<file path="config.mk">
export PLATFORM = sky130hd
export DESIGN_NAME = wb_arbiter
export DESIGN_NICKNAME = d
export VERILOG_FILES = /design/src/rtl/wb_pkg.sv /design/src/rtl/wb_rr_arb.sv /design/src/rtl/wb_arbiter.sv
export SDC_FILE = /design/constraint.sdc
export NUM_CORES = 1
export LEC_CHECK = 0
export ABC_AREA = 1
export CELL_PAD_IN_SITES_DETAIL_PLACEMENT = 0
export CELL_PAD_IN_SITES_GLOBAL_PLACEMENT = 1
export CORE_MARGIN = 2
export CORE_UTILIZATION = 12
export CTS_CLUSTER_SIZE = 28
export DETAILED_ROUTE_END_ITERATION = 8
export PLACE_DENSITY = 0.86
export SYNTH_ARGS = -nofsm -noshare
export SYNTH_HDL_FRONTEND = slang
export SYNTH_HIERARCHICAL = 1
export SYNTH_SLANG_ARGS = --single-unit
</file>
<file path="constraint.sdc">
create_clock -name clk_i -period 2.78 [get_ports clk_i]
set_input_delay 0.417 -clock clk_i [delete_from_list [all_inputs] [get_ports clk_i]]
set_output_delay 0.417 -clock clk_i [all_outputs]
set_load 0.01 [all_outputs]
</file>
<file path="src/rtl/wb_pkg.sv">
// Shared definitions for the two-master Wishbone arbiter.
// Latency: n/a (types and constants only).
// Backpressure: n/a.
// Contents: FSM state encoding, bus width constants, owner index type.
package wb_pkg;

   localparam int DAT_W = 32;
   localparam int SEL_W = 4;

   // One-hot so each output decode is a single state bit.
   typedef enum logic [2:0] {
      IDLE    = 3'b001,
      GRANT   = 3'b010,
      RELEASE = 3'b100
   } state_t;

   // Index of the master that owns (or last owned) the slave bus.
   // 0 = m0 (instruction fetch), 1 = m1 (data).
   typedef logic owner_t;

   localparam owner_t OWN_M0 = 1'b0;
   localparam owner_t OWN_M1 = 1'b1;

endpackage

</file>
<file path="src/rtl/wb_rr_arb.sv">
// Two-input round-robin pick: on a tie the master that did not own last wins.
// Latency: purely combinational, no state.
// Backpressure: none; the caller decides when to act on the pick.
// Ports: req0/req1 = requests, last_owner = previous owner,
//        valid = any request present, winner = chosen master index.
module wb_rr_arb
   import wb_pkg::*;
(
   input  logic   req0,
   input  logic   req1,
   input  owner_t last_owner,
   output logic   valid,
   output owner_t winner
);

   always_comb begin
      valid  = req0 | req1;
      winner = OWN_M0;
      if (req0 && req1) begin
         winner = owner_t'(~last_owner);
      end else if (req1) begin
         winner = OWN_M1;
      end
   end

endmodule

</file>
<file path="src/rtl/wb_arbiter.sv">
// Two-master to one-slave Wishbone arbiter with round-robin tie break and a transfer timeout.
// Latency: request to s_cyc_o is 1 cycle; slave ack/err reach the owner in the same cycle.
// Backpressure: a granted transfer holds the bus until ack/err, timeout or owner drop; no preemption.
// Ports: clk_i/rst_i (sync, active-low); m0_*/m1_* master request, write data and terminations;
//        s_* slave-side cycle/strobe/address/data/select and returned data/ack/err.
module wb_arbiter
   import wb_pkg::*;
#(
   parameter int TIMEOUT = 16,
   parameter int ADR_W   = 32
) (
   input  logic             clk_i,
   input  logic             rst_i,

   input  logic             m0_cyc_i,
   input  logic             m0_stb_i,
   input  logic             m0_we_i,
   input  logic [ADR_W-1:0] m0_adr_i,
   input  logic [DAT_W-1:0] m0_dat_i,
   input  logic [SEL_W-1:0] m0_sel_i,
   output logic [DAT_W-1:0] m0_dat_o,
   output logic             m0_ack_o,
   output logic             m0_err_o,

   input  logic             m1_cyc_i,
   input  logic             m1_stb_i,
   input  logic             m1_we_i,
   input  logic [ADR_W-1:0] m1_adr_i,
   input  logic [DAT_W-1:0] m1_dat_i,
   input  logic [SEL_W-1:0] m1_sel_i,
   output logic [DAT_W-1:0] m1_dat_o,
   output logic             m1_ack_o,
   output logic             m1_err_o,

   output logic             s_cyc_o,
   output logic             s_stb_o,
   output logic             s_we_o,
   output logic [ADR_W-1:0] s_adr_o,
   output logic [DAT_W-1:0] s_dat_o,
   output logic [SEL_W-1:0] s_sel_o,
   input  logic [DAT_W-1:0] s_dat_i,
   input  logic             s_ack_i,
   input  logic             s_err_i
);

   localparam int              CNT_W    = $clog2(TIMEOUT);
   localparam logic [CNT_W-1:0] TMO_LAST = CNT_W'(TIMEOUT - 1);

   state_t           state_q, state_d;
   owner_t           owner_q, owner_d;
   owner_t           last_q, last_d;
   logic [CNT_W-1:0] cnt_q, cnt_d;

   logic   req0, req1;
   logic   pick_vld;
   owner_t pick;

   logic in_grant;
   logic own_cyc;
   logic tmo_hit;
   logic fwd_ack;
   logic fwd_err;

   assign req0 = m0_cyc_i & m0_stb_i;
   assign req1 = m1_cyc_i & m1_stb_i;

   wb_rr_arb u_rr (
      .req0       (req0),
      .req1       (req1),
      .last_owner (last_q),
      .valid      (pick_vld),
      .winner     (pick)
   );

   assign in_grant = (state_q == GRANT);
   assign own_cyc  = (owner_q == OWN_M1) ? m1_cyc_i : m0_cyc_i;
   assign tmo_hit  = (cnt_q == TMO_LAST);

   // Owner dropping cyc (kill) masks every termination, even one arriving
   // in the same cycle. A real slave ack/err always beats the timeout.
   assign fwd_ack = in_grant & own_cyc & s_ack_i;
   assign fwd_err = in_grant & own_cyc & (s_err_i | (tmo_hit & ~s_ack_i));

   // Next-state logic
   always_comb begin
      state_d = state_q;
      owner_d = owner_q;
      last_d  = last_q;
      cnt_d   = cnt_q;
      case (state_q)
         IDLE: begin
            if (pick_vld) begin
               owner_d = pick;
               cnt_d   = '0;
               state_d = GRANT;
            end
         end
         GRANT: begin
            if (!own_cyc) begin
               // Killed transfer does not count as a turn for round-robin.
               state_d = IDLE;
            end else if (s_ack_i || s_err_i || tmo_hit) begin
               last_d  = owner_q;
               state_d = RELEASE;
            end else begin
               // Exit at TMO_LAST guarantees the counter never wraps here.
               cnt_d = cnt_q + CNT_W'(1);
            end
         end
         RELEASE: begin
            state_d = IDLE;
         end
         default: begin
            state_d = IDLE;
         end
      endcase
   end

   always_ff @(posedge clk_i) begin
      if (!rst_i) begin
         state_q <= IDLE;
         owner_q <= OWN_M0;
         last_q  <= OWN_M1;  // m0 wins the first tie after reset
         cnt_q   <= '0;
      end else begin
         state_q <= state_d;
         owner_q <= owner_d;
         last_q  <= last_d;
         cnt_q   <= cnt_d;
      end
   end

   // Bus strobes come straight from the registered state so they are glitch-free.
   assign s_cyc_o = in_grant;
   assign s_stb_o = in_grant;

   // Slave-side request mux follows the owner combinationally.
   always_comb begin
      if (owner_q == OWN_M1) begin
         s_we_o  = m1_we_i;
         s_adr_o = m1_adr_i;
         s_dat_o = m1_dat_i;
         s_sel_o = m1_sel_i;
      end else begin
         s_we_o  = m0_we_i;
         s_adr_o = m0_adr_i;
         s_dat_o = m0_dat_i;
         s_sel_o = m0_sel_i;
      end
   end

   // Read data is broadcast; only the owner's ack qualifies it.
   assign m0_dat_o = s_dat_i;
   assign m1_dat_o = s_dat_i;

   assign m0_ack_o = fwd_ack & (owner_q == OWN_M0);
   assign m0_err_o = fwd_err & (owner_q == OWN_M0);
   assign m1_ack_o = fwd_ack & (owner_q == OWN_M1);
   assign m1_err_o = fwd_err & (owner_q == OWN_M1);

endmodule

</file>
== Yosys cells after proc, flatten, opt, wreduce, memory -nomap -nowiden ==
Cells that the tools add are included.

* Flip-flop bits (word level): 9
* Input port bits: 178
* Output and inout bits: 139
* Logic and storage cells: 50

* Add/subtract/negate cells: 1
* Equality and inequality tests: 7
* Muxes and demuxes: 15
* Bitwise operators: 15
* Reduce and logical (&&, ||, !) cells: 8

{| class="wikitable"
|+ Operators with widths
! cell !! number
|-
| $mux W32 || 2
|-
| $mux W4 || 4
|-
| $and A1 B1 Y1 || 10
|-
| $mux W3 || 3
|-
| $pmux W4 S2 || 1
|-
| $pmux W3 S2 || 1
|-
| $add A4 B1 Y4 const B || 1
|-
| $eq A4 B4 Y1 const B || 1
|-
| $mux W1 || 4
|-
| $ne A2 B2 Y1 const B || 2
|-
| $reduce_and A2 Y1 || 2
|-
| $reduce_and A4 Y1 || 1
|-
| $eq A3 B1 Y1 const B || 1
|-
| $eq A3 B2 Y1 const B || 1
|-
| $ne A3 B2 Y1 const B || 1
|-
| $not A1 Y1 || 3
|-
| $reduce_and A3 Y1 || 1
|-
| $logic_or A1 B1 Y1 || 2
|-
| $ne A2 B1 Y1 const B || 1
|-
| $or A1 B1 Y1 || 2
|-
| $reduce_bool A2 Y1 || 1
|-
| $logic_and A1 B1 Y1 || 1
|}

== Depth between registers and ports, before layout ==
* Depth after elaboration: 5
* Depth in mapped cells: 10
* Gate-level depth less buffers: 9

== Cells and area by module ==
Netlist, hierarchy kept.

{| class="wikitable"
|+ By module, submodules not included
! module !! times used !! cells an instance !! area an instance (um2) !! seq. area each (um2)
|-
| wb_arbiter || 1 || 363 || 1863.0 || 180.2
|-
| wb_rr_arb || 1 || 3 || 15.0 || 0.0
|}

== Worst setup path after synthesis ==
No wires, ideal clock.

* Kind: register to output
* Start: register cnt_q[0]
* End: output port m0_err_o
* Data arrival time: 0.984 ns
* Required time: 2.363 ns
* Slack: 1.379 ns
* Cell stages (with the launch flop): 6
* Buffers on the path: 0
* Cell sequence: dfxtp_1 > ha_1 > nand3_1 > nor2_1 > o21ai_0 > nor2_1

* Word-level cells in the longest chain between the ends: 5

{| class="wikitable"
|+ RTL lines
! what !! line !! source
|-
| from (decl) || wb_arbiter.sv:52 || <nowiki>logic [CNT_W-1:0] cnt_q, cnt_d;</nowiki>
|-
| from (signal assigned) || wb_arbiter.sv:129 || <nowiki>cnt_q <= cnt_d;</nowiki>
|-
| $eq A4 B4 Y1 || wb_arbiter.sv:77 || <nowiki>assign tmo_hit = (cnt_q == TMO_LAST);</nowiki>
|-
| $and A1 B1 Y1 || wb_arbiter.sv:82 || <nowiki>assign fwd_err = in_grant & own_cyc & (s_err_i | (tmo_hit & ~s_ack_i));</nowiki>
|-
| $or A1 B1 Y1 || wb_arbiter.sv:82 ||
|-
| $and A1 B1 Y1 || wb_arbiter.sv:82 ||
|-
| $and A1 B1 Y1 || wb_arbiter.sv:157 || <nowiki>assign m0_err_o = fwd_err & (owner_q == OWN_M0);</nowiki>
|-
| to (decl) || wb_arbiter.sv:23 || <nowiki>output logic m0_err_o,</nowiki>
|}

Every way passes these cells.

== Final worst setup path ==
* Start: input port m1_cyc_i
* End: output port m1_err_o

* Word-level cells in the longest chain between the ends: 4

{| class="wikitable"
|+ RTL lines
! what !! line !! source
|-
| from (decl) || wb_arbiter.sv:25 || <nowiki>input logic m1_cyc_i,</nowiki>
|-
| $mux W1 || wb_arbiter.sv:76 || <nowiki>assign own_cyc = (owner_q == OWN_M1) ? m1_cyc_i : m0_cyc_i;</nowiki>
|-
| $and A1 B1 Y1 (2 in series) || wb_arbiter.sv:82 ||
|-
| $and A1 B1 Y1 || wb_arbiter.sv:159 || <nowiki>assign m1_err_o = fwd_err & (owner_q == OWN_M1);</nowiki>
|-
| to (decl) || wb_arbiter.sv:33 || <nowiki>output logic m1_err_o,</nowiki>
|}

Every way passes these cells.

==> flow_metrics.py <==
metrics = {
    "power_and_ir_drop": {
        "clockPowerShare": 0.210,
        "switching_share": 0.337,
        "ir_drop_uv": 218,
        "total_power_mw": 1.20,
        "p_seq_frac": 0.125,
        "p_leak_nw": 1.81,
        "intPower_mw": 0.796,
        "switchingPower_mw": 0.405,
        "p_per_area_mw_per_mm2": 309,
        "pwr-share-comb": 0.665,
    },
    "die": {
        "initial_core_util": 0.123,
        "fp.dieH_um": 129,
        "core_area_mm2": 0.0153,
        "die_width_um": 129,
        "rows": 45,
        "die_area_mm2": 0.0167,
        "ios": 317,
    },
    "drt": {
        "via_count": 2525,
        "final_antenna_net_count": 0,
        "viasPerCell": 3.49,
        "wl_um": 8490,
        "firstDrtPassIters": 4,
        "wire_per_inst_um": 11.7,
        "drtIter0Drc": 68,
        "drc": 0,
    },
    "place": {
        "numPlacedInstances": 720,
        "place.gp.congestion": 0.751,
        "dp_hpwl_um": 6910,
        "port_buffers": 220,
    },
    "layout": {
        "drive_above_1_share": 0.0351,
        "area_growth_pct": 107,
        "num_antenna_cells": 0,
        "fin_nets": 693,
        "nFillCells": 1703,
        "multi_input_area_mm2": 0.00108,
        "register_area_um2": 181,
        "instances_no_fill": 724,
    },
    "synthesis": {
        "synth_common_cells": "nand2_1 (223), buf_4 (66), inv_1 (12), nor2_1 (11), dfxtp_1 (9)",
        "syn_inst": 366,
        "netlist_area_mm2": 0.00188,
        "synth_fp_nets": 545,
        "yosysSeqAreaShare": 0.0959,
        "ys.flop_type": "dfxtp_1",
        "syn_avg_cell_area_um2": 5.13,
        "synth_edf_count": 0,
        "yosys.area.top_type": "nand2_1",
        "synth_seq_cells": 9,
        "async_reset_ff_frac": 0,
        "synth_top_area_share": 0.446,
        "synthTopCellsByArea": "nand2_1 (45%), buf_4 (26%), dfxtp_1 (9.6%), inv_1 (2.4%), nor2_1 (2.2%)",
        "synth_most_common_cell": "nand2_1",
        "yosysWarnings": 6,
        "synth_cell_types": 23,
    },
    "setup_path": {
        "timing.rr.start": "cnt_q[0]",
        "critPathKind": "in2out",
        "cp_data_arrival_time_ns": 2.08,
        "reg2reg_slack_ns": 1.46,
        "r2r-end": "cnt_q[3]",
        "crit_start": "m1_cyc_i",
        "reg2reg_depth": 8,
        "cp-endpoint": "m1_err_o",
        "startpoint_type": "primary input",
        "critPathMaxFanout": 5,
        "required_ns": 2.36,
        "end_kind": "output port",
    },
    "timing": {
        "fmaxAchievable_mhz": 400,
        "setup_violations": 0,
        "rsz0062_at_grt": "no",
        "min_period_ns": 2.50,
        "finalHoldViolCount": 0,
        "slew_viol_final": 0,
        "period_share": 0.899,
        "setup_tns_ns": 0,
        "slew_headroom": 0.731,
        "worst_slew_pin_slew_ns": 0.403,
        "finalClockSkew_ns": 0.000773,
    },
    "clock_network": {
        "clk_path_buf_depth": 2,
        "cts.clk_slew.worst_paths_ns": 0.04,
        "cts-root-buf": "clkbuf_16",
        "cts_tree": "built",
        "clock_latency_ns": 0.23,
        "cts_resized": 0,
        "hold_buffers": 0,
        "cts_made_buffers": 3,
        "cts.sinks": 9,
        "cts_htree_levels": 1,
        "cts_setup_buffers": 0,
    },
    "grt": {
        "use_met1": 0.112,
        "antenna_found_initial": 0,
        "overflow": 0,
        "grtUsageMet3": 0.0264,
        "grt_first_pass_wirelength_um": 12000,
        "grt_usage": 0.0904,
        "grt_busiest_layer": "met2",
        "grt_max_degree": 39,
        "grt_use_met2": 0.148,
        "grt_pass1_vias": 2336,
    },
    "job": {
        "cap_violations": 0,
    },
    "run_status": {
        "status": "completed",
    },
    "worst_hold_path": {
        "hold_class": "reg2reg",
    },
}
## power groups by stage
| stage | Combinational (mW) | Sequential (mW) | Clock [mW] |
|---|---|---|---|
| after floorplan | 0.386 | 0.145 | 0 |
| after global placement | 0.809 | 0.151 | 0 |
| after detailed placement | 0.805 | 0.152 | 0 |
| after CTS | 0.812 | 0.150 | 0.260 |
| after global routing | 0.870 | 0.151 | 0.265 |
| final | 0.799 | 0.150 | 0.253 |
## cells by family after synthesis
family,Yosys count,share of synthesized area
AO/OA/AOI/OAI,10,0.0306
XOR/XNOR,1,0.00466
adder cells (fa/ha/maj),1,0.00666
buffers and inverters,95,0.327
flip-flops,9,0.0959
AND/OR/NAND/NOR,250,0.535
## layout make-up
cell class                 count  share of cell area
timing repair buffer         224               0.573
multi-input combinational    262               0.278
tap                          211              0.0678
sequential                     9              0.0466
clock buffer                   4              0.0203
inverter                      14              0.0135
## critical path: stages
cell and delay, ns:
clkdlybuf4s50_1 0.55, inv_1 0.07, nand2_2 0.08, nand2_4 0.07
nor2_8 0.11, o21ai_0 0.13, nor2_1 0.11, clkdlybuf4s50_1 0.54
## flip-flops by register name, indices dropped and copies added, names as in the netlist
register  cells
last_q        1
cnt_q         4
state_q       3
owner_q       1
## layer usage
layer	vias to the layer above	share of wire
met5	-	0
met4	0	0.026
met3	36	0.093
met2	134	0.46
met1	1035	0.42
li1	1320	-
## layout by cell type (no fill, tap or decap), types with 2 or more instances in the layout
cell,count
nand2_1,223
o211ai_1,2
nand2_4,2
dfxtp_1,8
o21ai_0,2
inv_2,2
a21oi_1,5
nor2_1,11
nand2_2,3
clkbuf_16,3
clkdlybuf4s50_1,220
inv_1,12
nand3_1,5
buf_4,4
## through the flow
stage | hold WS, ns | cell area, um2 | utilization | setup slack (ns)
global route | 0.555 | 3890 | 0.255 | 0.195
CTS | 0.478 | 3890 | 0.255 | 0.257
global placement | 0.458 | 3810 | 0.250 | 0.261
floorplan | 0.446 | 1880 | - | 1.38
detailed placement | 0.467 | 3810 | 0.250 | 0.281
finish | 0.476 | 3890 | 0.255 | 0.281
## worst min path at each step
stage	cells after the start	slack, ns	startpoint	to
after floorplan	2	0.45	last_q	last_q
after global placement	2	0.46	last_q	last_q
after detailed placement	2	0.47	last_q	last_q
after CTS	2	0.48	last_q	last_q
after global routing	2	0.56	last_q	last_q
final	2	0.48	last_q	last_q
No activity file was read; power rests on OpenSTA's default activity.
